$ cat src/rtl/reaction_arena.sv
// Multi-player reaction-time game: after a random pre-delay the LED lights, and
// each player's latency in prescaled ticks is captured. Fastest legal press wins.
module reaction_arena #(
   parameter int NPLAYERS   = 2,
   parameter int TW         = 8,
   parameter int PRESCALE   = 1000,
   parameter int DELAY_MIN  = 16,
   parameter int DELAY_BITS = 6
) (
   input  logic                                               clk,
   input  logic                                               rst_n,
   input  logic                                               start,
   input  logic [NPLAYERS-1:0]                                btn,
   input  logic                                               clear_best,
   output logic                                               led,
   output logic                                               busy,
   output logic                                               done,
   output logic [((NPLAYERS > 1) ? $clog2(NPLAYERS) : 1)-1:0] winner,
   output logic                                               winner_valid,
   output logic [NPLAYERS-1:0]                                false_start,
   output logic [NPLAYERS*TW-1:0]                             times,
   output logic [TW-1:0]                                      best_time
);

   localparam int WW   = (NPLAYERS > 1) ? $clog2(NPLAYERS) : 1;
   localparam int PW   = $clog2(PRESCALE);
   localparam int DMAX = DELAY_MIN + (1 << DELAY_BITS) - 1;
   localparam int DW   = $clog2(DMAX + 1);
   localparam logic [TW-1:0] TMAX = '1;

   typedef enum logic [1:0] {S_IDLE, S_WAIT, S_ARMED, S_RESULT} state_t;

   state_t              state, state_n;
   logic [15:0]         lfsr;
   logic                fb;
   logic [NPLAYERS-1:0] btn_q;
   logic [NPLAYERS-1:0] rise;
   logic [NPLAYERS-1:0] cap;
   logic [NPLAYERS-1:0] cap_new;
   logic [PW-1:0]       presc;
   logic                tick;
   logic [DW-1:0]       delay;
   logic [TW-1:0]       elapsed;
   logic                sat;
   logic [WW-1:0]       win_c, win_q;
   logic [TW-1:0]       wt_c;
   logic                wv_c, wv_q;

   assign fb      = lfsr[15] ^ lfsr[13] ^ lfsr[12] ^ lfsr[10];
   assign rise    = btn & ~btn_q;
   assign tick    = (presc == PW'(PRESCALE - 1));
   assign sat     = (elapsed == TMAX);
   assign cap_new = (state == S_ARMED) ? (rise & ~cap & ~false_start) : '0;

   always_comb begin
      state_n = state;
      case (state)
         S_IDLE:   if (start) state_n = S_WAIT;
         S_WAIT:   if (tick && delay == DW'(1)) state_n = S_ARMED;
         S_ARMED:  if ((&(cap | cap_new | false_start)) || sat) state_n = S_RESULT;
         S_RESULT: state_n = S_IDLE;
         default:  state_n = S_IDLE;
      endcase
   end

   // Minimum legal captured time; strict compare keeps the lowest index on ties.
   always_comb begin
      win_c = '0;
      wt_c  = '1;
      wv_c  = 1'b0;
      for (int i = 0; i < NPLAYERS; i++) begin
         if (cap[i] && !false_start[i] && (!wv_c || times[i*TW +: TW] < wt_c)) begin
            wv_c  = 1'b1;
            wt_c  = times[i*TW +: TW];
            win_c = WW'(i);
         end
      end
   end

   assign led          = (state == S_ARMED);
   assign busy         = (state == S_WAIT) || (state == S_ARMED);
   assign done         = (state == S_RESULT);
   assign winner       = (state == S_RESULT) ? win_c : win_q;
   assign winner_valid = (state == S_RESULT) ? wv_c : wv_q;

   always_ff @(posedge clk or negedge rst_n) begin
      if (!rst_n) begin
         state       <= S_IDLE;
         lfsr        <= 16'hACE1;
         btn_q       <= '0;
         presc       <= '0;
         cap         <= '0;
         false_start <= '0;
         times       <= '1;
         win_q       <= '0;
         wv_q        <= 1'b0;
         best_time   <= '1;
      end else begin
         state <= state_n;
         lfsr  <= {lfsr[14:0], fb};
         btn_q <= btn;
         if (state_n != state && (state_n == S_WAIT || state_n == S_ARMED))
            presc <= '0;
         else if (tick)
            presc <= '0;
         else
            presc <= presc + 1'b1;

         case (state)
            S_IDLE: begin
               if (start) begin
                  times       <= '1;
                  false_start <= '0;
                  cap         <= '0;
                  wv_q        <= 1'b0;
               end
            end
            S_WAIT: begin
               for (int i = 0; i < NPLAYERS; i++) begin
                  if (rise[i]) begin
                     false_start[i]     <= 1'b1;
                     times[i*TW +: TW]  <= '1;
                  end
               end
            end
            S_ARMED: begin
               for (int i = 0; i < NPLAYERS; i++) begin
                  if (cap_new[i]) begin
                     cap[i]            <= 1'b1;
                     times[i*TW +: TW] <= elapsed;
                  end
               end
            end
            S_RESULT: begin
               win_q <= win_c;
               wv_q  <= wv_c;
               if (wv_c && wt_c < best_time) best_time <= wt_c;
            end
            default: ;
         endcase

         if (clear_best) best_time <= '1;
      end
   end

   // Pre-delay and elapsed counters are reinitialised on every round, so no reset.
   always_ff @(posedge clk) begin
      case (state)
         S_IDLE: begin
            if (start) delay <= DW'(DELAY_MIN) + DW'(lfsr[DELAY_BITS-1:0]);
         end
         S_WAIT: begin
            if (tick) begin
               if (delay == DW'(1)) elapsed <= '0;
               else                 delay   <= delay - 1'b1;
            end
         end
         S_ARMED: begin
            if (tick && !sat) elapsed <= elapsed + 1'b1;
         end
         default: ;
      endcase
   end

endmodule

$ cat config.mk
export PLATFORM = sky130hd
export DESIGN_NAME = reaction_arena
export DESIGN_NICKNAME = d
export VERILOG_FILES = /design/src/rtl/reaction_arena.sv
export SDC_FILE = /design/constraint.sdc
export NUM_CORES = 1
export LEC_CHECK = 0
export CORE_MARGIN = 2
export CORE_UTILIZATION = 47
export DETAILED_ROUTE_END_ITERATION = 16
export GPL_ROUTABILITY_DRIVEN = 0
export GPL_TIMING_DRIVEN = 0
export HOLD_SLACK_MARGIN = 0.12
export MAX_ROUTING_LAYER = met4
export PLACE_DENSITY = 0.67
export SYNTH_ARGS = -nofsm -noshare
export SYNTH_HDL_FRONTEND = slang
export SYNTH_SLANG_ARGS = --single-unit
$ cat constraint.sdc
create_clock -name clk -period 8.6 [get_ports clk]
set_input_delay 1.72 -clock clk [delete_from_list [all_inputs] [get_ports clk]]
set_output_delay 1.72 -clock clk [all_outputs]
set_load 0.005 [all_outputs]
# Word level (Yosys, flattened, before mapping)
# Cells that the tools add are included.
[classes]
n_addsub = 4
n_mul = 0
div = 0
order_cmp = 2
eq_ne = 18
shift = 0
n_mux = 40
bitwise = 11
n_reduce_logical = 34
[ops]
columns = ["cell", "n"]
rows = [
  ["$mux W8", 12],
  ["$pmux W16 S3", 1],
  ["$mux W7", 3],
  ["$mux W10", 2],
  ["$lt A8 B8 Y1", 2],
  ["$mux W16", 1],
  ["$pmux W8 S2", 1],
  ["$reduce_and A4 Y1", 4],
  ["$pmux W7 S2", 1],
  ["$ne A2 B2 Y1 const B", 6],
  ["$reduce_and A3 Y1", 4],
  ["$reduce_bool A2 Y1", 6],
  ["$add A10 B1 Y10 const B", 1],
  ["$eq A10 B10 Y1 const B", 1],
  ["$mux W1", 10],
  ["$mux W2", 5],
  ["$add A8 B1 Y8 const B", 1],
  ["$eq A8 B8 Y1 const B", 1],
  ["$pmux W2 S2", 2],
  ["$pmux W2 S4", 1],
  ["$add A5 B6 Y7 const A", 1],
  ["$eq A7 B1 Y1 const B", 1],
  ["$logic_and A1 B1 Y1", 7],
  ["$sub A7 B1 Y7 const B", 1],
  ["other kinds (14)", 34],
]
[totals]
regBits = 75
latchBits = 0
ramBits = 0
rom_bits = 0
output_inout_bits = 31
word_cells = 124
n_memories = 0

# Depth between registers and ports, before layout
[logic_depth]
depth_word = 15
ltp_mapped = 17
depth_no_buf = 15

# Worst setup path after synthesis
# No wires, ideal clock.
[synth_path]
path_kind = "register -> register"
startpoint = "reg false_start[0]"
endpoint = "reg best_time[1]"
setup_time_ns = 0.082
arrival_time_ns = 3.750
t_required_ns = 8.518
setup_slack_ns = 4.769
stages_incl_launch_ff = 18
path_buffers = 2
synth_period_minus_slack_ns = 3.831
cell_sequence = "dfrtp_1 > nand2b_1 > buf_2 > nor2_1 > ha_1 > or3b_2 > o2111ai_1 > a2111o_1 > nand2_1 > o22a_1 > ha_1 > o21ai_0 > a211oi_1 > nor4_4 > nand4_2 > and2_1 > buf_2 > o31a_1"
[synth_between]
elab_chain_cells = 11
elab_cells_between_ends = 17
[synth_rtl]
columns = ["element", "line_no", "source"]
rows = [
  ["from (decl)", "20", "output logic [NPLAYERS-1:0] false_start,"],
  ["from (signal assigned)", "93", "false_start <= '0;"],
  ["from (signal assigned)", "113", "false_start <= '0;"],
  ["from (signal, indexed assignment)", "121", "false_start[i] <= 1'b1;"],
  ["$logic_not A1 Y1 *", "72", "if (cap[i] && !false_start[i] && (!wv_c || times[i*TW +: TW] < wt_c)) begin"],
  ["$logic_and A1 B1 Y1 *", "72", ""],
  ["$mux W8 / $mux W1 (equally long branches)", "72", ""],
  ["$lt A8 B8 Y1 / $logic_not A1 Y1 (equally long branches)", "72", ""],
  ["$logic_or A1 B1 Y1", "72", ""],
  ["$logic_and A1 B1 Y1", "72", ""],
  ["$mux W8", "72", ""],
  ["$lt A8 B8 Y1", "137", "if (wv_c && wt_c < best_time) best_time <= wt_c;"],
  ["$logic_and A1 B1 Y1", "137", ""],
  ["$reduce_bool A2 Y1 (no source line)", "n/a", ""],
  ["$reduce_and A2 Y1 (no source line)", "n/a", ""],
  ["to (signal assigned)", "137", ""],
  ["to (decl)", "22", "output logic [TW-1:0] best_time"],
]
# Every way passes the cells marked *; elsewhere a longest branch is shown, timed or not. The select of a mux whose other input is x is not followed.
# A chain may end at the register's enable or synchronous reset.

# Worst setup path in the final report
[layout_path]
startpoint = "reg false_start[0]"
endpoint = "out winner"
[layout_between]
elab_chain_cells = 8
elab_cells_between_ends = 10
[layout_rtl]
columns = ["element", "line_no", "source"]
rows = [
  ["$logic_not A1 Y1 *", "72", ""],
  ["$logic_and A1 B1 Y1 *", "72", ""],
  ["$mux W8 / $mux W1 (equally long branches)", "72", ""],
  ["$lt A8 B8 Y1 / $logic_not A1 Y1 (equally long branches)", "72", ""],
  ["$logic_or A1 B1 Y1 *", "72", ""],
  ["$logic_and A1 B1 Y1 *", "72", ""],
  ["$mux W1 *", "72", ""],
  ["$mux W1 *", "n/a", ""],
  ["to (decl)", "18", "output logic [((NPLAYERS > 1) ? $clog2(NPLAYERS) : 1)-1:0] winner,"],
]
# Every way passes the cells marked *; elsewhere a longest branch is shown, timed or not.

==> impl_metrics.env <==
export IMPL_drc_errors=0
export IMPL_numPortBuffers=35
export IMPL_antenna_found_initial=0
export IMPL_grt_pass1_vias=2901
export IMPL_fill_cells=744
export IMPL_grt_pass1_wl_um=13900
export IMPL_power_total_mw=0.741
export IMPL_most_common_layout_cells="nor2_1, nand2_1, clkdlybuf4s50_1"
export IMPL_cts_made_buffers=9
export IMPL_finalCritPeriodShare_pct=58.5
export IMPL_multi_input_area_um2=1820
export IMPL_vias=2984
export IMPL_clockRootBuffer="clkbuf_8"
export IMPL_setup_tns_ps=0
export IMPL_fp_dieH_um=95.4
export IMPL_dpl_hpwl_um=5950
export IMPL_syn_inst=386
export IMPL_ys_flop_type="dfstp_2"
export IMPL_ctsResizeCount=0
export IMPL_path_class="reg -> out"
export IMPL_fp_row_count=33
export IMPL_outcome="completed"
export IMPL_nNetsFinal=462
export IMPL_initialDrtViolationCount=104
export IMPL_core_area_um2=8180
export IMPL_synth_area_top_cells="dfstp_2, dfrtp_1, edfxtp_1"
export IMPL_synthDistinctLibCells=55
export IMPL_syn_area_per_cell_um2=10.2
export IMPL_finalCriticalPeriod_ps=5030
export IMPL_first_pass_iters=4
export IMPL_insertion_delay_ps=350
export IMPL_regArea_um2=1990
export IMPL_hold_path_class="reg -> reg"
export IMPL_crit_path_end_kind="output pin"
export IMPL_area_growth_syn_to_layout_pct=18.1
export IMPL_routed_via_density=5.50
export IMPL_required_ps=6880
export IMPL_cp_data_arrival_time_ps=3310
export IMPL_finClkSkew_ps=11.5
export IMPL_layout_commonest_cell="nor2_1"
export IMPL_fin_util_pct=56.7
export IMPL_seq_area_frac_synth_pct=50.7
export IMPL_insertedDiodeCount=0
export IMPL_ys_ff_latch=75
export IMPL_routed_wirelength_um=8140
export IMPL_leakage_nw=2.00
export IMPL_synth_top_cell_area_share_pct=21.4
export IMPL_ant_nets=0
export IMPL_clockBufferDepth=2
export IMPL_final_layout_size_suffix_gt1_share_pct=14.4
export IMPL_clk_pin_slew_ps=80
export IMPL_hold_buffers=0
export IMPL_async_reset_ff_share_pct=80.0
export IMPL_worst_pin_slew_ps=1080
export IMPL_critPathLaunchType="flop"
export IMPL_final_hold_violation_count=0
export IMPL_drv_slew=0
export IMPL_power_density_nw_per_um2=160
export IMPL_finalSetupViolCount=0
export IMPL_initial_core_util_pct=48.0
export IMPL_routedWlPerCell_um=15.0
export IMPL_slew_headroom_pct=27.2
export IMPL_rsz0062_at_grt="no"
export IMPL_dp_slack_ps=3940
export IMPL_die_w_um=95.4
export IMPL_boundaryPins=37
export IMPL_syn_area_um2=3930
export IMPL_post_cts_buffers=0
export IMPL_max_cap_viol_count=0
export IMPL_worstPathMaxFanout=10
export IMPL_syn_num_nets=415
export IMPL_clock_sinks=75
export IMPL_overflow=0
export IMPL_irDropWorstVdd_mv=0.101
export IMPL_cts_tree="yes"
export IMPL_yosysWarnings=0
export IMPL_synth_edf_count=15
export IMPL_max_freq_mhz=199
export IMPL_htree_levels=3
export IMPL_layout_setup_ws_ps=3570
export IMPL_grt_usage_pct=20.5
export IMPL_grt_start_max_net_pins=34
export IMPL_yosysTopAreaCell="dfstp_2"
export IMPL_die_area_um2=9100
==> synthesized netlist by cell type (all sizes together) (2+ instances only) <==
cell type / instances
nand4: 9
nor3: 10
a211oi: 7
nand2: 35
o31a: 7
o21bai: 2
a211o: 2
clkbuf: 5
a22oi: 2
nand2b: 9
nor4: 3
dfrtp: 28
o21ai: 37
and2: 3
dfstp: 32
or3: 4
and3: 4
ha: 23
a21oi: 16
nor2b: 3
inv: 19
nor2: 49
o22a: 7
nor3b: 2
or4b: 2
buf: 4
o211ai: 2
edfxtp: 15
xnor2: 12
xor2: 7
nand3: 8
o2111ai: 3
==> kinds of logic after synthesis <==
group,Yosys count,synth area share (%)
AND/OR/NAND/NOR,146,18.7
adder cells (fa/ha/maj),23,7.33
AO/OA/AOI/OAI,93,15.6
flip-flops,75,50.7
buffers and inverters,28,2.84
XOR/XNOR,19,4.24
multiplexers,2,0.542
==> worst paths after layout <==
| path | from | endpoint | slack [ps] | cells after the start |
|---|---|---|---|---|
| max | false_start[0] | winner | 3570 | 10 |
| min | lfsr[8] | lfsr[9] | 360 | 0 |
| max reg2reg | false_start[0] | best_time[1] | 4130 | 17 |
| min reg2reg | lfsr[8] | lfsr[9] | 360 | 0 |
| max in group asynchronous | rst_n | lfsr[11] | 6470 | 2 |
| min in group asynchronous | rst_n | state[0] | 1460 | 1 |
==> layout make-up <==
class / instances / share of cell area [%]
flip-flops and latches: 75 / 42.9
repair buffers: 36 / 7.87
well taps: 105 / 2.83
clock buffers: 10 / 3.21
inverters: 19 / 1.54
clock inverters: 6 / 1.43
plain buffers: 9 / 0.863
multi-input cells: 283 / 39.3
==> stage by stage <==
| step | hold slack (ps) | std cells | area [um^2] |
|---|---|---|---|
| 2_1_floorplan | 331 | 386 | 3930 |
| 3_3_place_gp | 335 | 526 | 4410 |
| 3_5_place_dp | 339 | 527 | 4420 |
| 4_1_cts | 364 | 543 | 4640 |
| 5_1_grt | 367 | 543 | 4640 |
| 6_report | 363 | 543 | 4640 |
==> power breakdown <==
part           internal, mW  switching (mW)
logic                0.0289          0.0244
clock network         0.153           0.139
registers             0.381          0.0150
total                 0.563           0.178
==> state kept, by name, summed over array words and instances, names as in the netlist <==
name	count
state	2
best_time	8
false_start	2
delay	7
elapsed	8
cap	2
times	16
presc	10
wv_q	1
btn_q	2
lfsr	16
win_q	1
==> critical path: stages, from the launching register on <==
cell             delay (ps)
dfrtp_1                 470
nand2b_1                130
buf_2                   210
nor2_1                   70
ha_1                    190
or3b_2                  460
o2111ai_1               160
a2111o_1                220
nand2_1                 240
a21oi_1                 280
clkdlybuf4s50_1         530
==> per-layer routing <==
| metal | vias up | wire (um) | track usage [%] |
|---|---|---|---|
| met3 | 13 | 266 | 3.72 |
| met1 | 1434 | 3780 | 26.5 |
| met2 | 62 | 3980 | 32.3 |
| met5 | - | 0 | - |
| li1 | 1475 | - | - |
| met4 | 0 | 114 | 8.10 |
Power figures use the tool's default switching activity.
